<file path="src/rtl/boot_sequencer.sv">
//------------------------------------------------------------------------------
// boot_sequencer
// Streams a block of instruction words into the instruction ROM, waits a short
// settle period, then releases the CPU core from reset.
//
// Parameters
//   SETTLE_CYCLES  : cycles from the last ROM write cycle to CPU reset release (>= 1)
//   TIMEOUT_CYCLES : consecutive LOAD cycles without an accepted word before abort
//
// Ports
//   clock, reset        : rising-edge clock, asynchronous active-high reset
//   start, word_count   : boot request and number of words to load (0..255)
//   in_valid, in_data   : incoming instruction word stream
//   in_ready            : word accepted this cycle (combinational, high in LOAD)
//   rom_sel             : bootloader owns the ROM address/data path
//   rom_we/addr/din     : ROM write port, one cycle after acceptance
//   cpu_reset           : holds the CPU core in reset (low only in RUN)
//   busy, done, error   : LOAD/SETTLE, RUN and ABORT indicators
//------------------------------------------------------------------------------
`timescale 1ns/1ps

module boot_sequencer #(
   parameter int unsigned SETTLE_CYCLES  = 3,
   parameter int unsigned TIMEOUT_CYCLES = 1024
) (
   input  logic        clock,
   input  logic        reset,
   input  logic        start,
   input  logic [7:0]  word_count,
   input  logic        in_valid,
   input  logic [15:0] in_data,
   output logic        in_ready,
   output logic        rom_sel,
   output logic        rom_we,
   output logic [7:0]  rom_addr,
   output logic [15:0] rom_din,
   output logic        cpu_reset,
   output logic        busy,
   output logic        done,
   output logic        error
);

   localparam int unsigned ADDR_W   = 8;
   localparam int unsigned DATA_W   = 16;
   localparam int unsigned STALL_W  = $clog2(TIMEOUT_CYCLES + 1);
   localparam int unsigned SETTLE_W = $clog2(SETTLE_CYCLES + 1);

   typedef enum logic [2:0] {
      IDLE   = 3'd0,
      LOAD   = 3'd1,
      SETTLE = 3'd2,
      RUN    = 3'd3,
      ABORT  = 3'd4
   } state_t;

   state_t              state, stateNext;
   logic [ADDR_W-1:0]   index, indexNext;
   logic [ADDR_W-1:0]   total, totalNext;
   logic [STALL_W-1:0]  stall, stallNext;
   logic [SETTLE_W-1:0] settleCnt, settleNext;
   logic                accept;

   logic                romSelNext, romWeNext, cpuResetNext;
   logic                busyNext, doneNext, errorNext;
   logic [ADDR_W-1:0]   romAddrNext;
   logic [DATA_W-1:0]   romDinNext;

   assign in_ready = (state == LOAD);

   // Next-state, counter and registered-output computation
   always_comb begin
      stateNext   = state;
      indexNext   = index;
      totalNext   = total;
      stallNext   = stall;
      settleNext  = settleCnt;
      accept      = 1'b0;
      romAddrNext = rom_addr;
      romDinNext  = rom_din;

      case (state)
         IDLE, RUN, ABORT: begin
            if (start) begin
               totalNext  = word_count;
               indexNext  = '0;
               stallNext  = '0;
               settleNext = '0;
               stateNext  = (word_count != 8'd0) ? LOAD : SETTLE;
            end
         end
         LOAD: begin
            if (in_valid && in_ready) begin
               // Acceptance takes priority over a coincident timeout
               accept      = 1'b1;
               romAddrNext = index;
               romDinNext  = in_data;
               indexNext   = index + ADDR_W'(1);
               stallNext   = '0;
               if (index == total - ADDR_W'(1)) begin
                  stateNext  = SETTLE;
                  settleNext = '0;
               end
            end else if (stall == STALL_W'(TIMEOUT_CYCLES - 1)) begin
               stateNext = ABORT;
            end else begin
               stallNext = stall + STALL_W'(1);
            end
         end
         SETTLE: begin
            if (settleCnt == SETTLE_W'(SETTLE_CYCLES - 1)) begin
               stateNext = RUN;
            end else begin
               settleNext = settleCnt + SETTLE_W'(1);
            end
         end
         default: stateNext = IDLE;
      endcase

      // Outputs are registered, so they track the state being entered
      romWeNext    = accept;
      romSelNext   = (stateNext == LOAD) || accept;
      cpuResetNext = (stateNext != RUN);
      busyNext     = (stateNext == LOAD) || (stateNext == SETTLE);
      doneNext     = (stateNext == RUN);
      errorNext    = (stateNext == ABORT);
   end

   // State, counters and output registers
   always_ff @(posedge clock or posedge reset) begin
      if (reset) begin
         state     <= IDLE;
         index     <= '0;
         total     <= '0;
         stall     <= '0;
         settleCnt <= '0;
         rom_sel   <= 1'b0;
         rom_we    <= 1'b0;
         rom_addr  <= '0;
         rom_din   <= '0;
         cpu_reset <= 1'b1;
         busy      <= 1'b0;
         done      <= 1'b0;
         error     <= 1'b0;
      end else begin
         state     <= stateNext;
         index     <= indexNext;
         total     <= totalNext;
         stall     <= stallNext;
         settleCnt <= settleNext;
         rom_sel   <= romSelNext;
         rom_we    <= romWeNext;
         rom_addr  <= romAddrNext;
         rom_din   <= romDinNext;
         cpu_reset <= cpuResetNext;
         busy      <= busyNext;
         done      <= doneNext;
         error     <= errorNext;
      end
   end

endmodule

</file>
<file path="config.mk">
export PLATFORM = sky130hd
export DESIGN_NAME = boot_sequencer
export DESIGN_NICKNAME = d
export VERILOG_FILES = /design/src/rtl/boot_sequencer.sv
export SDC_FILE = /design/constraint.sdc
export NUM_CORES = 1
export LEC_CHECK = 0
export ABC_AREA = 1
export CAP_MARGIN = 0
export CELL_PAD_IN_SITES_DETAIL_PLACEMENT = 0
export CELL_PAD_IN_SITES_GLOBAL_PLACEMENT = 2
export CORE_MARGIN = 5
export CORE_UTILIZATION = 30
export DETAILED_ROUTE_END_ITERATION = 10
export GPL_ROUTABILITY_DRIVEN = 1
export PLACE_DENSITY = 0.85
export SLEW_MARGIN = 20
export SYNTH_ARGS = -nofsm -noshare
export SYNTH_HDL_FRONTEND = slang
export SYNTH_SLANG_ARGS = --single-unit
</file>
<file path="constraint.sdc">
create_clock -name clock -period 2.55 [get_ports clock]
set_clock_uncertainty 0.2 [all_clocks]
set_input_delay 0.51 -clock clock [delete_from_list [all_inputs] [get_ports clock]]
set_output_delay 0.51 -clock clock [all_outputs]
set_load 0.01 [all_outputs]
</file>
==> results.ini, run 1 <==
[sta]
hold_viol = 0
grt_setup_unrepaired = false
setup_viol = 0
fin_crit_sh = 0.934
holdWs_ps = 270
period_needed_ps = 2380
final.setup.tns_ps = 0
maxSlewViolCount = 0
max_slew_margin = 0.688
worst_slew_pin_slew_ps = 468
clock.fmax_mhz = 420

[global_routing]
antenna_found_initial = 0
grt_max_degree = 23
track_usage = 0.126
grt_pass1_wl_microns = 12800
grt_pass1_vias = 2593
gr-total-overflow = 0

[floorplanning]
rows = 37
fp.dieArea_sq_um = 12500
boundaryPins = 59
fp.dieH_microns = 112
initial_utilization = 0.304
die_width_microns = 112
core_sq_um = 10200

[setup_path]
crit_required_ps = 1840
cp-start-kind = flip-flop
cp_max_fo = 6
end_kind = primary output
cp.arrival_ps = 1670
critical_path_class = flip-flop to primary output

[yosys]
synth.net_count = 421
synth_compound_area_frac = 0.0763
synthXorXnorAreaFrac = 0.0368
synth_cells = 389
synth_top_family_by_area = simple AND/OR/NAND/NOR gates
yosys.area_share.simple = 0.291
ys_warn_count = 0
ys_seq_area_frac = 0.501
synthAdderAreaFrac = 0.0162
synth.cell_area_sq_um = 3100
muxShareOfSynthArea = 0.00485
avgSynthCellArea_sq_um = 7.96
yosys_register_bits = 62
yosysUniqueCellTypes = 30

[layout]
n_antenna_cell = 0
n_fill_cell = 1064
drive_above_1_share = 0.0887
stdcell_area_sq_um = 4060
most-common-layout-cells = nand2_1 (137), dfrtp_1 (61), clkdlybuf4s50_1 (58), inv_1 (40), nor2_1 (28)
final_common_cell = nand2_1
syn2layout_area_growth_pct = 31.1
final_util = 0.399
layout.nets = 490

[min_path]
hold_path_class = flip-flop to flip-flop

[routing]
ant_nets = 0
route.detailed.drc = 0
drt_pass1_iterations = 4
vias = 2690
routedWlPerCell_microns = 12.7
vias_per_cell = 4.50
wl_microns = 7610
drt-initial-drc-count = 143

[power]
leakage_nw = 1.91
peakVddDrop_mv = 0.423
p_per_area_nw_per_um2 = 1130

[clocking]
ctsLongestPathBuffers = 2
clk_pin_slew_ps = 70
h-tree-depth = 3
cts_root_buffer = clkbuf_8
clock_latency_ps = 340
tritoncts = done
ctsHoldBuffers = 0
cts.sinks = 62
cts_buffers = 9
ctsResizeCount = 0
cts_setup_buffers = 0

[job]
drv_cap = 0

[placement]
portBuffers = 58
dp_hpwl_microns = 5760
place_congestion = 0.811
place_area_sq_um = 3870

[outcome]
status = complete, no violations

through the flow:
step | instances | total power [mW] | worst slack [ps]
6_report | 598 | 4.57 | 168
5_1_grt | 598 | 4.98 | 86.9
4_1_cts | 598 | 4.64 | 147
3_5_place_dp | 583 | 3.78 | 233
3_3_place_gp | 583 | 3.76 | 269
2_1_floorplan | 389 | 2.92 | 300
path summary, 6_finish.rpt:
check                            startpoint      endpoint  slack, ps  cells after the start
worst max-delay path               state[2]      in_ready        170                      4
worst min-delay path            rom_addr[7]   rom_addr[7]        270                      2
worst max register to register     total[0]  settleCnt[0]        410                     13
worst min register to register  rom_addr[7]   rom_addr[7]        270                      2
max in group asynchronous             reset      stall[2]       1290                      3
min in group asynchronous             reset      state[0]        300                      2
state kept, by name, indices dropped and copies added, names as in the netlist, 2 cells and up:
name       flops
index          8
stall         11
state          3
total          8
rom_addr       8
settleCnt      2
rom_din       16
worst max-delay path, stage by stage, from the launching register on:
cell	delay, ps
dfrtp_1	410
inv_2	80
nand2_2	70
nor2_4	200
clkdlybuf4s50_1	580
power breakdown:
group / leakage [nW] / total, mW / switching, mW / internal, mW
clock: 0.0911 / 0.832 / 0.389 / 0.443
sequential: 0.791 / 1.57 / 0.255 / 1.32
combinational: 1.03 / 2.17 / 1.28 / 0.896
total: 1.91 / 4.57 / 1.92 / 2.66
final cells by class:
| cell class | count | area, sq um | share of cell area |
|---|---|---|---|
| sequential | 62 | 1550 | 0.382 |
| timing repair buffer | 67 | 661 | 0.163 |
| inverter | 46 | 173 | 0.0425 |
| tap | 136 | 170 | 0.0419 |
| clock buffer | 9 | 124 | 0.0305 |
| multi-input combinational | 272 | 1320 | 0.324 |
| clock inverter | 6 | 63.8 | 0.0157 |
synthesized netlist by cell type:
cell	n	area share
nand3_1	21	0.034
nand2_2	2	0.0040
a21oi_1	6	0.0097
nand4_1	7	0.014
o31ai_1	4	0.0097
nor2_4	2	0.0073
nor2_8	1	0.0065
mux2_4	1	0.0048
dfrtp_1	61	0.49
o21ai_2	1	0.0028
o21ai_0	18	0.029
clkbuf_1	1	0.0012
xor2_1	10	0.028
nand2_1	137	0.17
buf_6	2	0.0073
o21bai_1	1	0.0024
nor3_1	8	0.013
dfstp_2	1	0.0085
ha_1	4	0.016
clkbuf_2	1	0.0016
nor2_1	28	0.034
xnor2_1	3	0.0085
buf_2	5	0.0081
nor2_2	2	0.0040
o22ai_1	2	0.0040
inv_1	41	0.050
inv_2	5	0.0061
nor4_1	4	0.0081
o21ai_1	9	0.015
o211ai_2	1	0.0040
routing by layer:
layer / vias to the layer above / global-route usage / share of wire / routed length (microns)
met5: - / 0 / 0 / 0
met4: 0 / 0.0462 / 0.019 / 144
met3: 13 / 0.0299 / 0.042 / 319
met2: 54 / 0.189 / 0.44 / 3370
met1: 1248 / 0.177 / 0.50 / 3780
li1: 1375 / - / - / -
kinds of logic after synthesis:
| logic type | count (synthesis) |
|---|---|
| adder cells (fa/ha/maj) | 4 |
| AO/OA/AOI/OAI | 42 |
| flip-flops | 62 |
| multiplexers | 1 |
| XOR/XNOR | 13 |
| buffers and inverters | 55 |
| AND/OR/NAND/NOR | 212 |
(Power assumes the default switching activity.)
==> run 2, diff against run 1 <==
--- a/config.mk
+++ b/config.mk
@@ -12,7 +12,7 @@
 export CORE_MARGIN = 5
 export CORE_UTILIZATION = 30
 export DETAILED_ROUTE_END_ITERATION = 10
-export GPL_ROUTABILITY_DRIVEN = 1
+export GPL_ROUTABILITY_DRIVEN = 0
 export PLACE_DENSITY = 0.85
 export SLEW_MARGIN = 20
 export SYNTH_ARGS = -nofsm -noshare
==> results of run 2 <==
The final DEF is identical to that of run 1; final timing and power are the same.
==> run 3, diff against run 2 <==
--- a/config.mk
+++ b/config.mk
@@ -5,13 +5,13 @@
 export SDC_FILE = /design/constraint.sdc
 export NUM_CORES = 1
 export LEC_CHECK = 0
-export ABC_AREA = 1
 export CAP_MARGIN = 0
 export CELL_PAD_IN_SITES_DETAIL_PLACEMENT = 0
 export CELL_PAD_IN_SITES_GLOBAL_PLACEMENT = 2
 export CORE_MARGIN = 5
-export CORE_UTILIZATION = 30
+export CORE_UTILIZATION = 39
 export DETAILED_ROUTE_END_ITERATION = 10
+export DONT_BUFFER_PORTS = 1
 export GPL_ROUTABILITY_DRIVEN = 0
 export PLACE_DENSITY = 0.85
 export SLEW_MARGIN = 20
==> run 3 against run 2 <==
First-iteration DRC count shrank 34%. Via count shrank 16%. Non-clock buffer count down 61. Critical endpoint is now settleCnt[1]. Largest cell class unchanged. Largest power group is now registers.
==> results.ini, run 3 <==
[outcome]
status = complete, no violations  ; unchanged

[power]
peakVddDrop_mv = 0.553  ; was 0.423 mV
leakage_nw = 1.55  ; was 1.91 nW
p_comb_frac = 0.315  ; was 0.475
power_frac_seq = 0.443  ; was 0.343
switching_power_mw = 1.54  ; was 1.92 mW
sw_frac_of_total = 0.396  ; was 0.420
internal-power_mw = 2.35  ; was 2.66 mW
clockPowerShare = 0.241  ; was 0.182
p_per_area_nw_per_um2 = 1150  ; was 1130 nW/um^2

[layout]
most-common-layout-cells = nand2_1 (91), dfrtp_1 (61), nor2_1 (14), o21ai_0 (13), a21oi_1 (12)  ; was nand2_1 (137), dfrtp_1 (61), clkdlybuf4s50_1 (58), inv_1 (40), nor2_1 (28)
stdcell_area_sq_um = 3400  ; was 4060 sq um
top_register = rom_din  ; unchanged
top_regs = rom_din x16, stall x11  ; unchanged
layout.nets = 356  ; was 490
n_antenna_cell = 0  ; unchanged
final_common_cell = nand2_1  ; unchanged
syn2layout_area_growth_pct = 9.92  ; was 31.1%
final_util = 0.440  ; was 0.399
drive_above_1_share = 0.128  ; was 0.0887
largest_reg_flops = 16  ; unchanged

[setup_path]
crit_required_ps = 2560  ; was 1840 ps
critical_path_class = flip-flop to flip-flop  ; was flip-flop to primary output
cp_max_fo = 8  ; was 6
cp.arrival_ps = 2170  ; was 1670 ps
cp-start-kind = flip-flop  ; unchanged
end_kind = flip-flop  ; was primary output

[global_routing]
gr-total-overflow = 0  ; unchanged
grt_pass1_vias = 2285  ; was 2,593
antenna_found_initial = 0  ; unchanged
track_usage = 0.147  ; was 0.126
grt_max_degree = 38  ; was 23
grt_pass1_wl_microns = 11400  ; was 12,800 microns

[clocking]
clk_pin_slew_ps = 70  ; about the same
h-tree-depth = 3  ; unchanged
cts_buffers = 9  ; unchanged
cts_root_buffer = clkbuf_8  ; unchanged
ctsLongestPathBuffers = 2  ; unchanged
cts_setup_buffers = 0  ; unchanged
cts.sinks = 62  ; unchanged
clock_latency_ps = 340  ; about the same
ctsResizeCount = 0  ; unchanged
tritoncts = done  ; unchanged

[yosys]
ys_seq_area_frac = 0.502  ; was 0.501
yosysUniqueCellTypes = 56  ; was 30
synth_edf_count = 0  ; unchanged
avgSynthCellArea_sq_um = 9.60  ; was 7.96 sq um
synth.net_count = 354  ; was 421
synth_top_area_frac = 0.494  ; was 0.493
yosys_register_bits = 62  ; unchanged
synth.cell_area_sq_um = 3090  ; was 3100 sq um
async_flop_share = 1.00  ; unchanged
yosysTopAreaCell = dfrtp_1  ; unchanged
yosysMostFrequentCell = nand2_1  ; unchanged
synth_flop_cell = dfrtp_1  ; unchanged
synth_cells = 322  ; was 389
yosys-top-cells-count = nand2_1 (91), dfrtp_1 (61), nor2_1 (14)  ; was nand2_1 (137), dfrtp_1 (61), inv_1 (41)
synthTopCellsByArea = dfrtp_1 (49%), nand2_1 (11%), xnor2_1 (2.8%), mux2_2 (2.2%), o21ai_0 (2.1%)  ; was dfrtp_1 (49%), nand2_1 (17%), inv_1 (5.0%), nand3_1 (3.4%), nor2_1 (3.4%)
ys_warn_count = 0  ; unchanged

[placement]
portBuffers = 0  ; was 58
place_area_sq_um = 3170  ; was 3870 sq um
post-place-ws_ps = 371  ; was 233 ps
dp_hpwl_microns = 4750  ; was 5760 microns

[routing]
vias = 2248  ; was 2,690
routedWlPerCell_microns = 15.5  ; was 12.7 microns
drt-initial-drc-count = 95  ; was 143
vias_per_cell = 5.22  ; was 4.50
wl_microns = 6660  ; was 7610 microns
drt_pass1_iterations = 4  ; unchanged
route.detailed.drc = 0  ; unchanged
ant_nets = 0  ; unchanged

[sta]
final.setup.tns_ps = 0  ; unchanged
worst_slew_pin_slew_ps = 547  ; was 468 ps
fin_crit_sh = 0.847  ; was 0.934
maxSlewViolCount = 0  ; unchanged
worst_slack_ps = 391  ; was 168 ps
setup_viol = 0  ; unchanged
hold_viol = 0  ; unchanged
period_needed_ps = 2160  ; was 2380 ps
grt_setup_unrepaired = false  ; unchanged
max_slew_margin = 0.635  ; was 0.688
clock.fmax_mhz = 463  ; was 420 MHz

[floorplanning]
core_sq_um = 7730  ; was 10,200 sq um
boundaryPins = 59  ; unchanged
rows = 32  ; was 37
die_width_microns = 99.0  ; was 112 microns
initial_utilization = 0.400  ; was 0.304
fp.dieH_microns = 99.0  ; was 112 microns
fp.dieArea_sq_um = 9800  ; was 12,500 sq um

[min_path]
hold_path_class = input pin to flip-flop  ; was flip-flop to flip-flop

[job]
drv_cap = 0  ; unchanged

-- run 3: per-stage QoR --
step	total power [mW]	hold WS (ps)	std cells
after global routing	4.21	54.7	431
after detailed placement	2.98	282	414
final	3.89	72.8	431
after global placement	2.96	283	414
after floorplan	2.71	262	322
after CTS	3.94	56.5	431
-- run 3: path summary, 6_finish.rpt --
kind / slack, ps / to / cells past startpoint / start
min reg2reg: 320 / stall[1] / 2 / stall[1]
max in group asynchronous: 1040 / cpu_reset / 3 / reset
min: 70 / rom_din[0] / 2 / in_data[0]
max: 390 / settleCnt[1] / 7 / total[0]
max reg2reg: 390 / settleCnt[1] / 7 / total[0]
min in group asynchronous: 480 / rom_din[11] / 2 / reset
-- run 3: final cells by class --
class	instances	area, sq um
fill	729	4330
sequential	62	1550
multi-input combinational	234	1400
clock buffer	10	128
tap	102	128
clock inverter	6	86.3
timing repair buffer	6	60.1
inverter	11	41.3
-- run 3: timing repair --
item	in CTS	in global routing
endpoints found under the hold margin	25	0
setup endpoints to repair	0	0
hold buffers	1	0
-- run 3: cell families (layout without fill, tap and decap cells) --
group / count (synthesis) / in the layout / synth area share
simple gates: 153 / 153 / 0.249
flops: 62 / 62 / 0.502
compound gates: 53 / 53 / 0.115
buf+inv: 26 / 33 / 0.0441
xor+xnor: 16 / 16 / 0.0453
mux: 8 / 8 / 0.0283
fa+ha+maj: 4 / 4 / 0.0162
-- run 3: critical path, cell delays in order (launching register included) --
cell	delay (ps)
dfrtp_1	430
inv_1	80
ha_1	300
o21bai_1	200
a211oi_1	210
o21ai_0	130
a211oi_2	340
o21ai_0	140
-- run 3: power by group through the flow --
stage	combinational (mW)	sequential (mW)	clock, mW
after global routing	1.42	1.78	1.01
after CTS	1.24	1.73	0.964
after detailed placement	1.25	1.74	0
after floorplan	1.13	1.58	0
final	1.23	1.73	0.938
after global placement	1.22	1.74	0
-- run 3: layer usage --
| layer | global-route usage | vias up | share of wire |
|---|---|---|---|
| met5 | 0 | - | 0 |
| met4 | 0.0651 | 0 | 0.018 |
| met3 | 0.0602 | 10 | 0.088 |
| met2 | 0.214 | 73 | 0.45 |
| met1 | 0.192 | 1070 | 0.45 |
| li1 | - | 1095 | - |
